<file path="src/rtl/serial_addsub.sv">
// Bit-serial adder/subtractor: one full-adder slice, LSB first,
// with start/busy/done handshake and carry/overflow flags.
module serial_addsub #(
  parameter int WIDTH = 8
) (
  input  logic             clock,
  input  logic             reset,
  input  logic             start,
  input  logic             mode,
  input  logic [WIDTH-1:0] a,
  input  logic [WIDTH-1:0] b,
  output logic             busy,
  output logic             done,
  output logic [WIDTH-1:0] sum,
  output logic             carry_out,
  output logic             overflow
);

  localparam int CNT_W = $clog2(WIDTH + 1);

  typedef enum logic {
    IDLE,
    RUN
  } state_t;

  state_t             state_q, state_d;
  logic [CNT_W-1:0]   count_q, count_d;
  logic               carry_q, carry_d;
  logic [WIDTH-1:0]   opa_q, opa_d;
  logic [WIDTH-1:0]   opb_q, opb_d;
  logic [WIDTH-1:0]   res_q, res_d;
  logic [WIDTH-1:0]   sum_q, sum_d;
  logic               cout_q, cout_d;
  logic               ovf_q, ovf_d;
  logic               done_q, done_d;
  logic               s_bit;
  logic               c_bit;

  always_ff @(posedge clock or posedge reset) begin
    if (reset) begin
      state_q <= IDLE;
      count_q <= '0;
      carry_q <= 1'b0;
      opa_q   <= '0;
      opb_q   <= '0;
      res_q   <= '0;
      sum_q   <= '0;
      cout_q  <= 1'b0;
      ovf_q   <= 1'b0;
      done_q  <= 1'b0;
    end else begin
      state_q <= state_d;
      count_q <= count_d;
      carry_q <= carry_d;
      opa_q   <= opa_d;
      opb_q   <= opb_d;
      res_q   <= res_d;
      sum_q   <= sum_d;
      cout_q  <= cout_d;
      ovf_q   <= ovf_d;
      done_q  <= done_d;
    end
  end

  always_comb begin
    state_d = state_q;
    count_d = count_q;
    carry_d = carry_q;
    opa_d   = opa_q;
    opb_d   = opb_q;
    res_d   = res_q;
    sum_d   = sum_q;
    cout_d  = cout_q;
    ovf_d   = ovf_q;
    done_d  = 1'b0;
    s_bit   = opa_q[0] ^ opb_q[0] ^ carry_q;
    c_bit   = (opa_q[0] & opb_q[0]) |
              (opa_q[0] & carry_q) |
              (opb_q[0] & carry_q);
    unique case (state_q)
      IDLE: begin
        if (start) begin
          // subtract = A + ~B + 1, the +1 enters as the initial carry
          opa_d   = a;
          opb_d   = mode ? ~b : b;
          carry_d = mode;
          count_d = CNT_W'(WIDTH);
          state_d = RUN;
        end
      end
      RUN: begin
        opa_d   = opa_q >> 1;
        opb_d   = opb_q >> 1;
        res_d   = {s_bit, res_q[WIDTH-1:1]};
        carry_d = c_bit;
        count_d = count_q - CNT_W'(1);
        if (count_q == CNT_W'(1)) begin
          // carry_q here is the carry into the MSB slice
          sum_d   = res_d;
          cout_d  = c_bit;
          ovf_d   = carry_q ^ c_bit;
          done_d  = 1'b1;
          state_d = IDLE;
        end
      end
      default: state_d = IDLE;
    endcase
  end

  assign busy      = (state_q == RUN);
  assign done      = done_q;
  assign sum       = sum_q;
  assign carry_out = cout_q;
  assign overflow  = ovf_q;

endmodule

</file>
<file path="config.mk">
export PLATFORM = sky130hd
export DESIGN_NAME = serial_addsub
export DESIGN_NICKNAME = d
export VERILOG_FILES = /design/src/rtl/serial_addsub.sv
export SDC_FILE = /design/constraint.sdc
export NUM_CORES = 1
export LEC_CHECK = 0
export ABC_CLOCK_PERIOD_IN_PS = 2000
export BUFFER_PORTS_ARGS = -buffer_cell sky130_fd_sc_hd__buf_4
export CAP_MARGIN = 0
export CORE_MARGIN = 4
export CORE_UTILIZATION = 40
export DETAILED_ROUTE_END_ITERATION = 8
export SYNTH_ARGS = -nofsm -noshare
export SYNTH_HDL_FRONTEND = slang
export SYNTH_SLANG_ARGS = --single-unit
</file>
<file path="constraint.sdc">
create_clock -name clock -period 2 [get_ports clock]
set_input_delay 0.4 -clock clock [delete_from_list [all_inputs] [get_ports clock]]
set_output_delay 0.4 -clock clock [all_outputs]
set_load 0.05 [all_outputs]
</file>
==> metrics.txt <==
Synth Net Count 168; P_leak about 1.1 nW; Crit path top cell by count buf_4; Vias/cell just under 5; Synth cell types 26; synth warn 0; Worst EP required around 1.6 ns; setup slack, reg-to-reg approximately 0.51 ns; power density cells roughly 1500 nW/µm²; Final Critical Period between 1.5 and 2 ns; WP data arrival 1.13 ns; Die Span X approximately 75 µm; Reg area approximately 1000 µm²; fin. max-slew vios 0; fill count around 400; Final Net Count a little under 200; # hold bufs at CTS 0; kind of critical path reg2out; reg2reg path depth 4; initial antenna violation count 0; reg-to-reg startpoint count_q[1]; Worst Setup Start Kind flip-flop; drt first pass iters 5; vias approximately 1100; Final HPWL DP between 2000 and 2500 µm; Post-Synthesis Cells between 100 and 150; ys async rst share 100%; DRT iter0 DRCs 47; Yosys top cell area share 55.2%; fin crit share 76.3%; die area around 5700 µm²; VDD IR max between 0.5 and 0.6 mV; most frequent cells in the layout dfrtp_1, buf_4, mux2i_1; unrepaired setup endpoints after global routing false; commonest non-fill, non-tap cell in the layout dfrtp_1; Critical Path Slowest Stage Cell dfrtp_1; area of the core roughly 4400 µm²; Slew @ Worst Pin between 0.5 and 0.6 ns; max_cap viols 0; worst flop-to-flop path endpoint carry_out; Clock Pin Slew Worst Setup and Hold Paths about 0.07 ns; Hold WC Path Type in2async; DRT Wirelength slightly above 3000 µm; clk sink count 40; Die H ~75 µm; worst-path fanout max 22; fmax approximately 650 MHz; Root Buffer clkbuf_8; number of synthesized register bits 40; post-synth top area cell dfrtp_1; Avg WL per Cell between 10 and 15 µm; first-pass GRT wire length 5000 µm; Critical Path, Cell by Cell buf_4, buf_4; syn avg cell area 12.5 µm²; H-tree levels 2; sequential-to-total area share from yosys stat between 50% and 60%; Site Rows 24; largest net degree at the start of global routing between 40 and 50; synthesized cell area between 1500 and 2000 µm²; vias in the first global route 1128; area grow syn2layout 19.2%; IO Pins 32; final core occ between 40% and 50%; CP endpoint kind output port; # setup viols final 0; # DRC 0; slew margin rel. around two thirds; fraction of layout cells with a size suffix above 1 roughly a third; GP Congestion between 0.7 and 0.8; Fin Setup TNS 0 ns; Longest Clk Path Bufs 2; Post-CTS Setup Inserts 0; CTS tree done; Worst Clk Skew around 0.0055 ns; Post-synth top flop dfrtp_1; # port buffers 31; ANT nets after route 0; grt total ovfl 0; post_cts resized 0; CP max stage delay between 0.3 and 0.4 ns; total CTS buffers 5; endpoints failing hold 0; All-Layer GR Usage 12.0%; Worst-Skew Late Latency roughly 0.29 ns; Initial Utilization 41.3%; # diodes 0; outcome finished clean; Multi-input gate area ~730 µm²; number of synthesized flops with an enable pin 0; top cells by area, synth dfrtp_1, mux2i_1, mux2_2, mux2_4, o21ai_0
==> registers in the layout, summed over array words and instances, names as in the netlist <==
| signal | cells |
|---|---|
| sum | 8 |
| carry_out | 1 |
| overflow | 1 |
| done | 1 |
| count_q | 4 |
| carry_q | 1 |
| res_q | 7 |
| opb_q | 8 |
| opa_q | 8 |
| busy | 1 |
==> cell usage after synthesis (2+ instances only) <==
| cell | instances |
|---|---|
| dfrtp_1 | 40 |
| mux2i_1 | 16 |
| nand2_1 | 15 |
| o21ai_0 | 15 |
| mux2_2 | 10 |
| xor2_1 | 8 |
| mux2_4 | 6 |
| buf_2 | 5 |
| nor2_1 | 5 |
| inv_1 | 3 |
| nor3_1 | 3 |
| xnor2_1 | 3 |
| a21oi_1 | 2 |
| ha_1 | 2 |
==> worst max-delay path, delay by kind of cell (launching register included) <==
kind     cells  cell delay, ns
buf+inv      2            0.49
flops        1            0.35
==> per-layer routing <==
| metal | wire length (µm) | up-vias | global-route usage (%) |
|---|---|---|---|
| li1 | - | 549 | - |
| met1 | 1320 | 545 | 13.7 |
| met2 | 1510 | 24 | 19.8 |
| met3 | 163 | 4 | 4.88 |
| met4 | 46 | 0 | 5.24 |
| met5 | 0 | - | 0 |
==> logic make-up (layout without fill, tap and decap cells) <==
| group | after synthesis | after routing | share of synthesized area, % |
|---|---|---|---|
| buf+inv | 13 | 45 | 4.21 |
| simple gates | 25 | 25 | 6.22 |
| compound gates | 21 | 21 | 6.49 |
| xor+xnor | 11 | 11 | 5.32 |
| mux | 32 | 32 | 20.0 |
| fa+ha+maj | 3 | 3 | 2.49 |
| flops | 40 | 40 | 55.2 |
==> stage by stage <==
stage	area, µm²	instances	setup slack, ns	hold WS, ns	total power, mW
finish	2160	229	0.473	0.231	3.25
global route	2160	229	0.390	0.277	3.48
CTS	2160	229	0.444	0.247	3.31
detailed placement	2070	221	0.500	0.478	2.76
global placement	2070	221	0.547	0.465	2.71
floorplan	1810	145	0.434	0.452	2.41
==> report_power, final <==
part	total (mW)	leakage, nW	switching (mW)	internal (mW)
clock network	0.537	0.0510	0.262	0.275
registers	1.34	0.516	0.200	1.14
logic	1.38	0.501	0.773	0.607
==> worst max-delay path by stage <==
stage / from / cells after the start / to / slack (ns)
6_report: busy / 2 / busy / 0.47
5_1_grt: busy / 2 / busy / 0.39
4_1_cts: busy / 2 / busy / 0.44
3_5_place_dp: count_q[1] / 4 / carry_out / 0.50
3_3_place_gp: count_q[1] / 4 / carry_out / 0.55
2_1_floorplan: busy / 3 / res_q[6] / 0.43
==> cell type report <==
class	count	share of cell area (%)
flip-flops and latches	40	46.3
multi-input cells	92	34.0
repair buffers	34	11.8
clock buffers	6	3.82
well taps	52	3.01
inverters	3	0.521
clock inverters	2	0.463
No activity file was read; power rests on OpenSTA's default activity.
